`src/rtl/e_mdu_issue.sv`:
```
// E-stage HI/LO issue and stall controller: D->E op register, shadow busy countdown, D-stage stall.
// Optional define MDU_SHADOW_CHECK_EN cross-checks the shadow busy against the HILO unit's busy.
module e_mdu_issue #(
    parameter int MUL_LAT = 5,
    parameter int DIV_LAT = 10
) (
    input  logic       clk,
    input  logic       reset,
    input  logic [3:0] D_HILOtype,
    input  logic       ext_stall,
    input  logic       flush,
    input  logic       req,
    input  logic       HILObusy,
    output logic [3:0] E_HILOtype,
    output logic       stall_D,
    output logic       md_busy,
    output logic [3:0] md_cnt,
    output logic       chk_err
);

    // state | meaning
    // IDLE  | md_cnt == 0, unit free; a mult/div in E loads the countdown
    // COUNT | md_cnt >= 2, unit computing, decrement each edge without req
    // LAST  | md_cnt == 1, next edge without req is the HI/LO commit edge

    localparam logic [3:0] HILO_none  = 4'd0;
    localparam logic [3:0] HILO_mult  = 4'd1;
    localparam logic [3:0] HILO_multu = 4'd2;
    localparam logic [3:0] HILO_div   = 4'd3;
    localparam logic [3:0] HILO_divu  = 4'd4;

    localparam logic [3:0] MUL_CNT = 4'(MUL_LAT);
    localparam logic [3:0] DIV_CNT = 4'(DIV_LAT);

    typedef enum logic [1:0] {
        IDLE  = 2'd0,
        COUNT = 2'd1,
        LAST  = 2'd2
    } state_t;

    state_t     state;
    logic [3:0] cnt_next;
    logic [3:0] e_next;
    logic       e_start;
    logic       e_is_mul;
    logic       e_is_div;

    assign e_is_mul = (E_HILOtype == HILO_mult) || (E_HILOtype == HILO_multu);
    assign e_is_div = (E_HILOtype == HILO_div)  || (E_HILOtype == HILO_divu);
    assign e_start  = e_is_mul || e_is_div;

    always_comb begin
        if (md_cnt == 4'd0) begin
            state = IDLE;
        end else if (md_cnt == 4'd1) begin
            state = LAST;
        end else begin
            state = COUNT;
        end
    end

    // State register and D->E slot
    always_ff @(posedge clk) begin
        if (reset) begin
            md_cnt     <= 4'd0;
            E_HILOtype <= HILO_none;
        end else begin
            md_cnt     <= cnt_next;
            E_HILOtype <= e_next;
        end
    end

    // Next state; req freezes the countdown just like it freezes the unit
    always_comb begin
        cnt_next = md_cnt;
        if (!req) begin
            case (state)
                IDLE: begin
                    if (e_is_mul) begin
                        cnt_next = MUL_CNT;
                    end else if (e_is_div) begin
                        cnt_next = DIV_CNT;
                    end
                end
                COUNT,
                LAST: cnt_next = md_cnt - 4'd1;
                default: cnt_next = 4'd0;
            endcase
        end
    end

    // Outputs: any HILO op in D waits until the unit is idle and nothing is starting
    always_comb begin
        md_busy = (state != IDLE);
        stall_D = (D_HILOtype != HILO_none) && (e_start || md_busy);
        e_next  = D_HILOtype;
        if (req || flush || stall_D || ext_stall) begin
            e_next = HILO_none;
        end
    end

`ifdef MDU_SHADOW_CHECK_EN
    logic chk_q;
    logic mismatch;

    assign mismatch = (HILObusy != (e_start || md_busy));

    always_ff @(posedge clk) begin
        if (reset) begin
            chk_q <= 1'b0;
        end else if (mismatch) begin
            chk_q <= 1'b1;
        end
    end

    assign chk_err = chk_q;

`ifndef SYNTHESIS
    logic [31:0] cyc;

    always_ff @(posedge clk) begin
        if (reset) begin
            cyc <= 32'd0;
        end else begin
            cyc <= cyc + 32'd1;
            if (mismatch) begin
                $display("e_mdu_issue: shadow busy disagrees with unit at cycle %0d, md_cnt=%0d", cyc, md_cnt);
            end
        end
    end
`endif
`else
    logic unused_hilobusy;

    assign unused_hilobusy = HILObusy;
    assign chk_err         = 1'b0;
`endif

endmodule

```
`config.mk`:
```
export PLATFORM = sky130hd
export DESIGN_NAME = e_mdu_issue
export DESIGN_NICKNAME = d
export VERILOG_FILES = /design/src/rtl/e_mdu_issue.sv
export SDC_FILE = /design/constraint.sdc
export NUM_CORES = 1
export LEC_CHECK = 0
export CORE_AREA = 2 2 39 41
export CTS_BUF_LIST = sky130_fd_sc_hd__clkbuf_16
export CTS_CLUSTER_DIAMETER = 60
export DETAILED_ROUTE_END_ITERATION = 12
export DIE_AREA = 0 0 41 43
export PLACE_DENSITY = 0.69
export SLEW_MARGIN = 0
export SYNTH_ARGS = -nofsm -noshare
export SYNTH_HDL_FRONTEND = slang
export SYNTH_SLANG_ARGS = --single-unit
export TNS_END_PERCENT = 10
```
`constraint.sdc`:
```
create_clock -name clk -period 4.14 [get_ports clk]
set_clock_uncertainty 0.1 [all_clocks]
set_input_delay 0.621 -clock clk [delete_from_list [all_inputs] [get_ports clk]]
set_output_delay 0.621 -clock clk [all_outputs]
set_load 0.05 [all_outputs]
```
# == Word-level counts from Yosys, hierarchy flattened ==
# Index checks and enable logic that the tools add are counted.
# totals
register_bits,8
elab_cells,32
inputBits,10
# op_classes
mux,5
eq_ne,8
n_bitwise,1
reduce_logical,15
add_sub_neg,1
# ops
operator,count
$eq 4x1->1 const B,2
$eq 4x2->1 const B,2
$mux 4,2
$pmux 4 s2,1
$logic_or 1x1->1,7
$eq 4x3->1 const B,1
$logic_not 4->1,1
$mux 2,2
$reduce_bool 4->1,1
$reduce_or 2->1,2
$sub 4x1->4 const B,1
$ne 3x3->1 const B,1
$eq 2x1->1 const B,1
$eq 2x2->1 const B,1
$logic_not 2->1,1
$reduce_and 2->1,1
$reduce_bool 2->1,1
$logic_and 1x1->1,1
$not 1->1,1

# == Logic depth before layout (Yosys ltp) ==
# Gate-level depths: netlist of run 1.
# depth
depth_word,9
ltp_mapped,8

# == Worst setup path before layout of run 1 ==
# No wires, ideal clock.
# synth_path
path_type,flip-flop to output port
startpoint,register md_cnt[0]
endpoint,output port stall_D
path_slack_ns,0.818
required_ns,3.419
path_stages_with_launch,8
t_arrival_ns,2.601
path_cell_list,dfxtp_1 > inv_1 > ha_1 > o21a_1 > ha_1 > inv_1 > a31oi_4 > nor2_1
# synth_between
elab_chain_len,6
elab_cells_between_ends,7
classes_between,eq/ne (1); mux (2); reduce/logical (4)
# synth_lines
element,line_no,text
"start, declared",17,"output logic [3:0] md_cnt,"
"start signal, assigned",68,md_cnt <= cnt_next;
$eq 4x1->1,55,end else if (md_cnt == 4'd1) begin
$mux 2,55,
$mux 2 (*),53,if (md_cnt == 4'd0) begin
$reduce_bool 2->1 (*),94,md_busy = (state != IDLE);
net md_busy,16,"output logic md_busy,"
$logic_or 1x1->1 (*),95,stall_D = (D_HILOtype != HILO_none) && (e_start || md_busy);
$logic_and 1x1->1 (*),95,
"end, declared",15,"output logic stall_D,"
# The timed path passes the listed nets; every way through them passes the cells marked *.

# == Final worst setup path of run 1 ==
# layout_path
startpoint,register md_cnt[0]
endpoint,output port stall_D
# layout_between
elab_chain_len,6
elab_cells_between_ends,7
classes_between,eq/ne (1); mux (2); reduce/logical (4)
# layout_lines
element,line_no
$eq 4x1->1,55
$mux 2,55
$mux 2 (*),53
$reduce_bool 2->1 (*),94
$logic_or 1x1->1 (*),95
$logic_and 1x1->1 (*),95
# Mark *: on every way between the ends. The rest lies on a longest branch, timed or not.

==> results of run 1 <==
## logic make-up (layout without fill, tap and decap cells)
logic type,count (synthesis),count (layout),synth area share [%]
compound gates,17,17,24.6
simple gates,17,17,20.7
buf+inv,9,28,7.39
flops,8,8,31.5
fa+ha+maj,4,4,9.85
xor+xnor,3,3,5.17
other cells,1,1,0.738
## worst paths after layout
check | slack (ps) | startpoint | cells after the start | to
hold reg to reg | 430 | md_cnt[0]$_SDFFE_PP0P_ | 2 | md_cnt[0]$_SDFFE_PP0P_
hold / removal | 430 | md_cnt[0]$_SDFFE_PP0P_ | 2 | md_cnt[0]$_SDFFE_PP0P_
setup / recovery | 880 | md_cnt[0]$_SDFFE_PP0P_ | 8 | stall_D
setup reg to reg | 1970 | md_cnt[0]$_SDFFE_PP0P_ | 8 | md_cnt[2]$_SDFFE_PP0P_
## where the power goes
| group | total (mW) | internal [mW] | switching (mW) |
|---|---|---|---|
| Sequential | 0.102 | 0.0884 | 0.0132 |
| Combinational | 0.303 | 0.112 | 0.191 |
| Clock | 0.159 | 0.124 | 0.0344 |
| Total | 0.563 | 0.324 | 0.239 |
## per-layer routing
metal	up-vias	track usage (%)	part of all wire, %	routed length [microns]
met2	10	24.7	51	559
met3	0	3.14	3.3	36
met4	0	6.00	0	0
met1	225	19.6	46	501
met5	-	0	0	0
li1	245	-	-	-
## worst reg2reg max path: stages, from the launching register on
cell     delay (ps)
dfxtp_1         380
inv_1            90
ha_1            240
o21a_1          210
ha_1            230
inv_1           140
a31oi_4          80
or4_1           490
a21oi_1         140
## cell usage in the layout, fill, tap and decap left out
cell and n:
a21oi_1 4, a31oi_4 1, a32oi_1 2, and2_1 4
clkbuf_16 3, clkdlybuf4s50_1 18, conb_1 1, dfxtp_1 8
ha_1 4, inv_1 7, nand3b_1 1, nor2_1 4
nor2b_1 1, nor3_1 1, nor4_1 2, o211ai_1 2
o21a_1 2, o21ai_0 4, o21ai_2 1, o31ai_1 1
or3_4 1, or4_1 3, xor2_1 3
## registers in the layout, summed over array words and instances (netlist names)
signal and cells:
E_HILOtype 4, md_cnt 4
## through the flow
step                      utilization (%)  power, mW
after floorplan                         -      0.319
after global placement               50.4      0.401
after detailed placement             50.4      0.406
after CTS                            55.8      0.566
after global routing                 55.8      0.594
final                                55.8      0.563
## layout make-up
class	instances	area (sq um)
sequential	8	160
fill	134	612
multi-input combinational	42	310
tap	16	20.0
clock buffer	3	75.1
timing repair buffer	18	180
inverter	7	26.3
==> metrics.md, run 1 <==
| Metric | Value |
|---|---|
| Dpl cell area | `697 sq um` |
| Lkg Pwr | `0.308 nW` |
| IO Count | `21` |
| Hold_buf cts | `0` |
| Slowest library cell on the worst path | `clkdlybuf4s50_1` |
| Share of layout cells above drive strength 1 | `7.69%` |
| Critical Path AT | `2540 ps` |
| Average size of a mapped cell | `8.61 sq um` |
| Synth Cell Area | `508 sq um` |
| Cell Count, Final, Fillers Out | `94` |
| Final instance area | `772 sq um` |
| Worst-Margin Slew | `507 ps` |
| Post_cts resized | `0` |
| Slew HR | `66.1%` |
| Area delta synth->final | `52.0%` |
| TritonCTS clock tree | `built` |
| Final Cycle Share | `78.8%` |
| Initial Utilization | `36.7%` |
| DR iter-0 viols | `8` |
| Top post-synthesis cells by area | `dfxtp_1 (32%), ha_1 (9.9%), inv_1 (5.2%)` |
| Peak VDD IR | `341 uV` |
| Pins Over Slew Limit | `0` |
| Max Cap Viol | `0` |
| First-pass GRT wire length | `1920 microns` |
| Cell family with most CP delay | `buffers and inverters` |
| Buffers & Inverters on Critical Path | `3` |
| I/O Buffers | `18` |
| Synthesized instance count | `59` |
| Die H | `43 microns` |
| H-tree depth | `1` |
| CP Launch Type | `flip-flop` |
| Vias in the first global route | `480` |
| Drt drc | `0` |
| HPWL Detailed | `878 microns` |
| Sequential share of the synthesized area | `31.5%` |
| Critical Path RT | `3420 ps` |
| Crit-path cells | `inv_1 > ha_1 > o21a_1 > ha_1 > inv_1 > a31oi_4 > nor2_1 > clkdlybuf4s50_1` |
| EDFF count, synth | `0` |
| Post-synthesis register bit count | `8` |
| Syn_nets | `73` |
| Core ar. | `1380 sq um` |
| Setup TNS | `0 ps` |
| Final net count | `94` |
| Vias per cell | `5.11` |
| Crit path capture type | `primary output` |
| Hold Crit Class | `flip-flop to flip-flop` |
| DP Worst Slack | `1110 ps` |
| Unrepaired setup endpoints after global routing | `false` |
| # diodes | `0` |
| CP Class | `flip-flop to primary output` |
| Dominant cell type by area after synthesis | `dfxtp_1` |
| Clk root buf | `clkbuf_16` |
| Final setup vio count | `0` |
| Synth warn | `0` |
| Overflow after GRT | `0` |
| Num CTS Buffers | `3` |
| Most frequent cell after synthesis | `dfxtp_1` |
| Drt pass-1 iters | `4` |
| Async SR Flop Fraction | `0%` |
| Top FF cell, synth | `dfxtp_1` |
| Max Freq | `307 MHz` |
| Via count | `480` |
| Hold Fails Final Rpt | `0` |
| Final wirelength | `1100 microns` |
| Die Area | `1760 sq um` |
| Final worst setup slack | `878 ps` |
| GPL Wtd Cong | `0.791` |
| Post-route ant nets | `0` |
| Die W | `41 microns` |
| Initial antenna violation count | `0` |
| Hold slack | `428 ps` |
| Largest net degree at the start of global routing | `11` |
| Worst-Skew Late Latency | `230 ps` |
| Top cells by count, synth | `dfxtp_1 (8), inv_1 (7)` |
| Min cycle time layout | `3260 ps` |
| Worst-path maximum fanout | `10` |
| Setup Buffers After CTS | `0` |
| CTS clk-pin slew, worst paths | `40 ps` |
| Yosys cell types | `23` |
| Routed wire per std cell | `11.7 microns` |
| Yosys top cell area share | `31.5%` |
| Clock buffer depth | `2` |
| Pwr per Cell Area | `729 nW/um^2` |
| CP max stage delay | `810 ps` |
| Tot GR Track Use | `15.5%` |
| Number of cell rows | `14` |
| Clock sink total | `8` |
| Dpl cells | `91` |
| Status | `finished, final reports clean` |
(Power assumes the default switching activity.)
==> run 2: changes to the inputs <==
- CORE_AREA: 2 2 39 41 -> not set
- CORE_MARGIN: not set -> 2
- CORE_UTILIZATION: not set -> 36
- DIE_AREA: 0 0 41 43 -> not set
- PLACE_DENSITY: 0.69 -> 0.68
- clock period: 4.14 -> 2.7 ns (I/O delays scaled with it)
==> run 2 against run 1 <==
Sequential share of layout area fell by 0.33 points. Highest routed layer is now met4. Count of clock-buffer cells in the layout did not move. Critical path type unchanged. Global-route usage shrank 1.1 points. Combinational power grew 69%. Critical path depth did not move. Non-clock buffer count did not move. Hold slack got worse by 11 ps. Via count rose by 0.42%. Critical endpoint unchanged. Cell area is 2.4% higher. Power grew 62%. Routed wire length is 5.2% lower.
==> metrics.md, run 2 (synthesis gave the netlist of run 1 again) <==
| Metric | Value |
|---|---|
| Share of layout cells above drive strength 1 | `14.1% (+6.4 points)` |
| Worst-path maximum fanout | `10 (unchanged)` |
| Final Cycle Share | `90.8%` |
| NetSw | `383 uW (+60%)` |
| Critical Path AT | `1950 ps (-590 ps)` |
| Critical Path RT | `2190 ps (-1230 ps)` |
| Pwr per Cell Area | `1150 nW/um^2 (+58%)` |
| CP Class | `flip-flop to primary output` |
| Initial Utilization | `38.6% (+1.8 points)` |
| Hold Fails Final Rpt | `0 (unchanged)` |
| Tot GR Track Use | `14.4% (-1.1 points)` |
| GPL Wtd Cong | `0.737 (-6.8%)` |
| Vias per cell | `5.18 (+1.5%)` |
| Worst-Skew Late Latency | `230 ps (about the same)` |
| Min cycle time layout | `2450 ps` |
| Clock network fraction of total power | `26.8% (-1.4 points)` |
| Core ar. | `1320 sq um (-4.8%)` |
| Slew HR | `61.5% (-4.6 points)` |
| Drt pass-1 iters | `4 (unchanged)` |
| Via count | `482 (+0.42%)` |
| Clk root buf | `clkbuf_16` |
| Top Registers | `E_HILOtype: 4 flops, md_cnt: 4 flops` |
| Lkg Pwr | `0.307 nW (about the same)` |
| Commonest non-fill, non-tap cell in the layout | `clkdlybuf4s50_1` |
| Num CTS Buffers | `3 (unchanged)` |
| Die H | `41.6 microns (-3.3%)` |
| Gate power share | `56.1% (+2.3 points)` |
| Largest net degree at the start of global routing | `11 (unchanged)` |
| Seq pwr share | `17.1% (-0.9 points)` |
| Hold Crit Class | `flip-flop to flip-flop` |
| Dpl cells | `90 (-1.1%)` |
| Final wirelength | `1040 microns (-5.2%)` |
| Final net count | `94 (unchanged)` |
| I/O Buffers | `18 (unchanged)` |
| Max Cap Viol | `0 (unchanged)` |
| First-pass GRT wire length | `1900 microns (-0.73%)` |
| Crit path capture type | `primary output` |
| DR iter-0 viols | `3 (-5)` |
| Pins Over Slew Limit | `0 (unchanged)` |
| Clock sink total | `8 (unchanged)` |
| HPWL Detailed | `798 microns (-9.1%)` |
| Post_cts resized | `0 (unchanged)` |
| Hold_buf cts | `0 (unchanged)` |
| H-tree depth | `1 (unchanged)` |
| TritonCTS clock tree | `built` |
| Final setup vio count | `0 (unchanged)` |
| Unrepaired setup endpoints after global routing | `false` |
| Drt drc | `0 (unchanged)` |
| Max Freq | `408 MHz` |
| Post-route ant nets | `0 (unchanged)` |
| Cell Count, Final, Fillers Out | `93 (-1.1%)` |
| IO Count | `21 (unchanged)` |
| CTS clk-pin slew, worst paths | `40 ps (about the same)` |
| Die W | `41.6 microns (+1.4%)` |
| Setup TNS | `0 ps (unchanged)` |
| Die Area | `1730 sq um (-2.0%)` |
| Number of cell rows | `13 (-1)` |
| Vias in the first global route | `478 (-0.42%)` |
| Most frequent cells in the layout | `clkdlybuf4s50_1 (16), dfxtp_1 (7), inv_1 (6)` |
| Initial antenna violation count | `0 (unchanged)` |
| CP Launch Type | `flip-flop` |
| Worst-Margin Slew | `572 ps (+64.8 ps)` |
| Area delta synth->final | `55.7%` |
| Routed wire per std cell | `11.2 microns (-4.2%)` |
| Overflow after GRT | `0 (unchanged)` |
| Final instance area | `791 sq um (+2.4%)` |
| Clock buffer depth | `2 (unchanged)` |
| Status | `finished, final reports clean` |
| Setup Buffers After CTS | `0 (unchanged)` |
| Peak VDD IR | `687 uV (+100%)` |
| Pint | `530 uW (+63%)` |
| # diodes | `0 (unchanged)` |
| Net Sw Frac | `41.9% (-0.46 points)` |
| Dpl cell area | `716 sq um (+2.7%)` |
run 2: path summary, 6_finish.rpt:
path                               start                      to  slack (ps)  cells after the start
setup / recovery  md_cnt[0]$_SDFFE_PP0P_                 stall_D         250                      8
hold / removal    md_cnt[0]$_SDFFE_PP0P_  md_cnt[0]$_SDFFE_PP0P_         420                      2
setup reg to reg  md_cnt[1]$_SDFFE_PP0P_  md_cnt[0]$_SDFFE_PP0P_         590                      8
hold reg to reg   md_cnt[0]$_SDFFE_PP0P_  md_cnt[0]$_SDFFE_PP0P_         420                      2
run 2: power groups by stage:
stage	Clock (mW)	Sequential [mW]	Combinational, mW
finish	0.245	0.156	0.512
global route	0.256	0.157	0.558
CTS	0.248	0.156	0.517
detailed placement	0	0.158	0.511
global placement	0	0.158	0.512
floorplan	0	0.210	0.306
run 2: per-layer routing:
layer | up-vias | track usage, % | wire length (microns)
li1 | 248 | - | -
met1 | 211 | 18.5 | 486
met2 | 18 | 21.6 | 467
met3 | 5 | 2.61 | 56
met4 | 0 | 10.3 | 29
met5 | - | 0 | 0
run 2: final cells by class:
cell class                      count  area (sq um)
Clock buffer                        3          75.1
Timing Repair Buffer               18           188
Inverter                            7          30.0
Multi-Input combinational cell     42           318
Fill cell                         118           527
Sequential cell                     8           161
Tap cell                           15          18.8
run 2: worst max-delay path, stage by stage, from the launching register on:
cell        delay [ps]
dfxtp_2            330
inv_1               80
ha_1               200
o21a_1             160
ha_1               240
clkinvlp_4         150
a31oi_4            320
nor2_4              80
buf_12             160
run 2: through the flow:
stage	hold slack, ps	setup WS [ps]	power (mW)	utilization [%]
global route	455	74.0	0.972	60.0
floorplan	367	122	0.516	-
CTS	420	231	0.920	60.0
detailed placement	413	486	0.669	54.3
finish	417	249	0.913	60.0
global placement	407	486	0.670	54.3
==> run 3: changes to the inputs <==
- PLACE_DENSITY: 0.68 -> 0.71
==> run 3 against run 2 <==
Global-route usage shrank 0.13 points. Largest power group unchanged. Sequential power about the same. Critical endpoint unchanged. Clock power barely moved. Die area did not move. Largest cell class unchanged.
==> metrics.md, run 3 (synthesis gave the netlist of run 1 again) <==
| Metric | Value |
|---|---|
| Status | `finished, final reports clean` |
| Post_cts resized | `0 (unchanged)` |
| Setup Buffers After CTS | `0 (unchanged)` |
| Clock buffer depth | `2 (unchanged)` |
| # diodes | `0 (unchanged)` |
| GPL Wtd Cong | `0.736 (-0.19%)` |
| Seq pwr share | `17.0% (about the same)` |
| CP startpoint | `md_cnt[0]$_SDFFE_PP0P_` |
| Reg2reg start | `md_cnt[1]$_SDFFE_PP0P_` |
| Pwr per Cell Area | `1160 nW/um^2 (+0.79%)` |
| Max Cap Viol | `0 (unchanged)` |
| Min cycle time layout | `2450 ps (+2.57 ps)` |
| DP Worst Slack | `493 ps (+7.38 ps)` |
| Hold_buf cts | `0 (unchanged)` |
| Total chip power | `920 uW (+0.79%)` |
| Unrepaired setup endpoints after global routing | `false` |
| Hold slack | `407 ps (-9.85 ps)` |
| Critical hold path startpoint | `md_cnt[0]$_SDFFE_PP0P_` |
| Routed wire per std cell | `11.7 microns (+5.1%)` |
| Final worst setup slack | `246 ps (-2.57 ps)` |
| CP Class | `flip-flop to primary output` |
| Top Registers | `E_HILOtype: 4 flops, md_cnt: 4 flops` |
| Pint | `531 uW (+0.12%)` |
| Core ar. | `1320 sq um (unchanged)` |
| Gate power share | `56.3% (+0.2 points)` |
| Setup TNS | `0 ps (unchanged)` |
| Initial Utilization | `38.6% (unchanged)` |
| Die W | `41.6 microns (unchanged)` |
| H-tree depth | `1 (unchanged)` |
| Largest net degree at the start of global routing | `11 (unchanged)` |
| Post-route ant nets | `0 (unchanged)` |
| Overflow after GRT | `0 (unchanged)` |
| NetSw | `389 uW (+1.7%)` |
| Die H | `41.6 microns (unchanged)` |
| Clk root buf | `clkbuf_16` |
| Number of cell rows | `13 (unchanged)` |
| Num CTS Buffers | `3 (unchanged)` |
| Slew HR | `62.1% (+0.56 points)` |
| Initial antenna violation count | `0 (unchanged)` |
| Worst-Margin Slew | `563 ps (-8.34 ps)` |
| Commonest non-fill, non-tap cell in the layout | `clkdlybuf4s50_1` |
| Area delta synth->final | `55.7% (unchanged)` |
| Max Freq | `407 MHz (-0.10%)` |
| Clock network fraction of total power | `26.7% (about the same)` |
| Vias per cell | `5.24 (+1.0%)` |
| IO Count | `21 (unchanged)` |
| Worst-path maximum fanout | `10 (unchanged)` |
| Hold Crit Class | `flip-flop to flip-flop` |
| Share of layout cells above drive strength 1 | `14.1% (unchanged)` |
| Peak VDD IR | `569 uV (-17%)` |
| First-pass GRT wire length | `1850 microns (-2.9%)` |
| Hold Fails Final Rpt | `0 (unchanged)` |
| TritonCTS clock tree | `built` |
| Drt drc | `0 (unchanged)` |
| Clock sink total | `8 (unchanged)` |
| Lkg Pwr | `0.307 nW (unchanged)` |
| Die Area | `1730 sq um (unchanged)` |
| Final net count | `94 (unchanged)` |
| Final Cycle Share | `90.9% (+0.095 points)` |
| CTS clk-pin slew, worst paths | `40 ps (about the same)` |
| DR iter-0 viols | `6 (+3)` |
| Tot GR Track Use | `14.3% (-0.13 points)` |
| Most frequent cells in the layout | `clkdlybuf4s50_1 (16), dfxtp_1 (7), inv_1 (6)` |
| Pins Over Slew Limit | `0 (unchanged)` |
| Crit path capture type | `primary output` |
| I/O Buffers | `18 (unchanged)` |
| Final wirelength | `1090 microns (+5.1%)` |
| Worst-Skew Late Latency | `230 ps (about the same)` |
| Fin util | `60.0% (unchanged)` |
| Drt pass-1 iters | `2 (-2)` |
| HPWL Detailed | `859 microns (+7.6%)` |
| Critical Path AT | `1950 ps (about the same)` |
| CP Launch Type | `flip-flop` |
| Net Sw Frac | `42.3% (+0.39 points)` |
| Vias in the first global route | `437 (-8.6%)` |
| Critical Path RT | `2190 ps (about the same)` |
| Final setup vio count | `0 (unchanged)` |
| Via count | `487 (+1.0%)` |
## run 3: stage by stage
step	instances	cell area, sq um
3_3_place_gp	90	716
4_1_cts	93	791
3_5_place_dp	90	716
2_1_floorplan	59	520
5_1_grt	93	791
6_report	93	791
## run 3: worst max-delay path, stage by stage (launching register included)
cell and delay (ps):
dfxtp_2 330, inv_1 80, ha_1 200, o21a_1 170
ha_1 240, clkinvlp_4 150, a31oi_4 310, nor2_4 80
buf_12 160
## run 3: layout make-up
type	count	area, sq um
Inverter	7	30.0
Tap cell	15	18.8
Fill cell	114	527
Sequential cell	8	161
Multi-Input combinational cell	42	318
Timing Repair Buffer	18	188
Clock buffer	3	75.1
## run 3: routing by layer
metal	track usage, %	wire [microns]
met2	21.3	531
met4	11.6	35
met1	16.8	472
met5	0	0
met3	4.35	52
## run 3: power by group through the flow
stage / sequential [mW] / combinational, mW / clock (mW)
global placement: 0.158 / 0.510 / 0
finish: 0.156 / 0.518 / 0.246
floorplan: 0.210 / 0.306 / 0
global route: 0.159 / 0.556 / 0.258
detailed placement: 0.158 / 0.516 / 0
CTS: 0.156 / 0.519 / 0.250
## run 3: path summary, 6_finish.rpt
check	slack (ps)	endpoint	cells after the start
min reg2reg	410	md_cnt[0]$_SDFFE_PP0P_	2
max	250	stall_D	8
max reg2reg	560	md_cnt[0]$_SDFFE_PP0P_	8
min	410	md_cnt[0]$_SDFFE_PP0P_	2
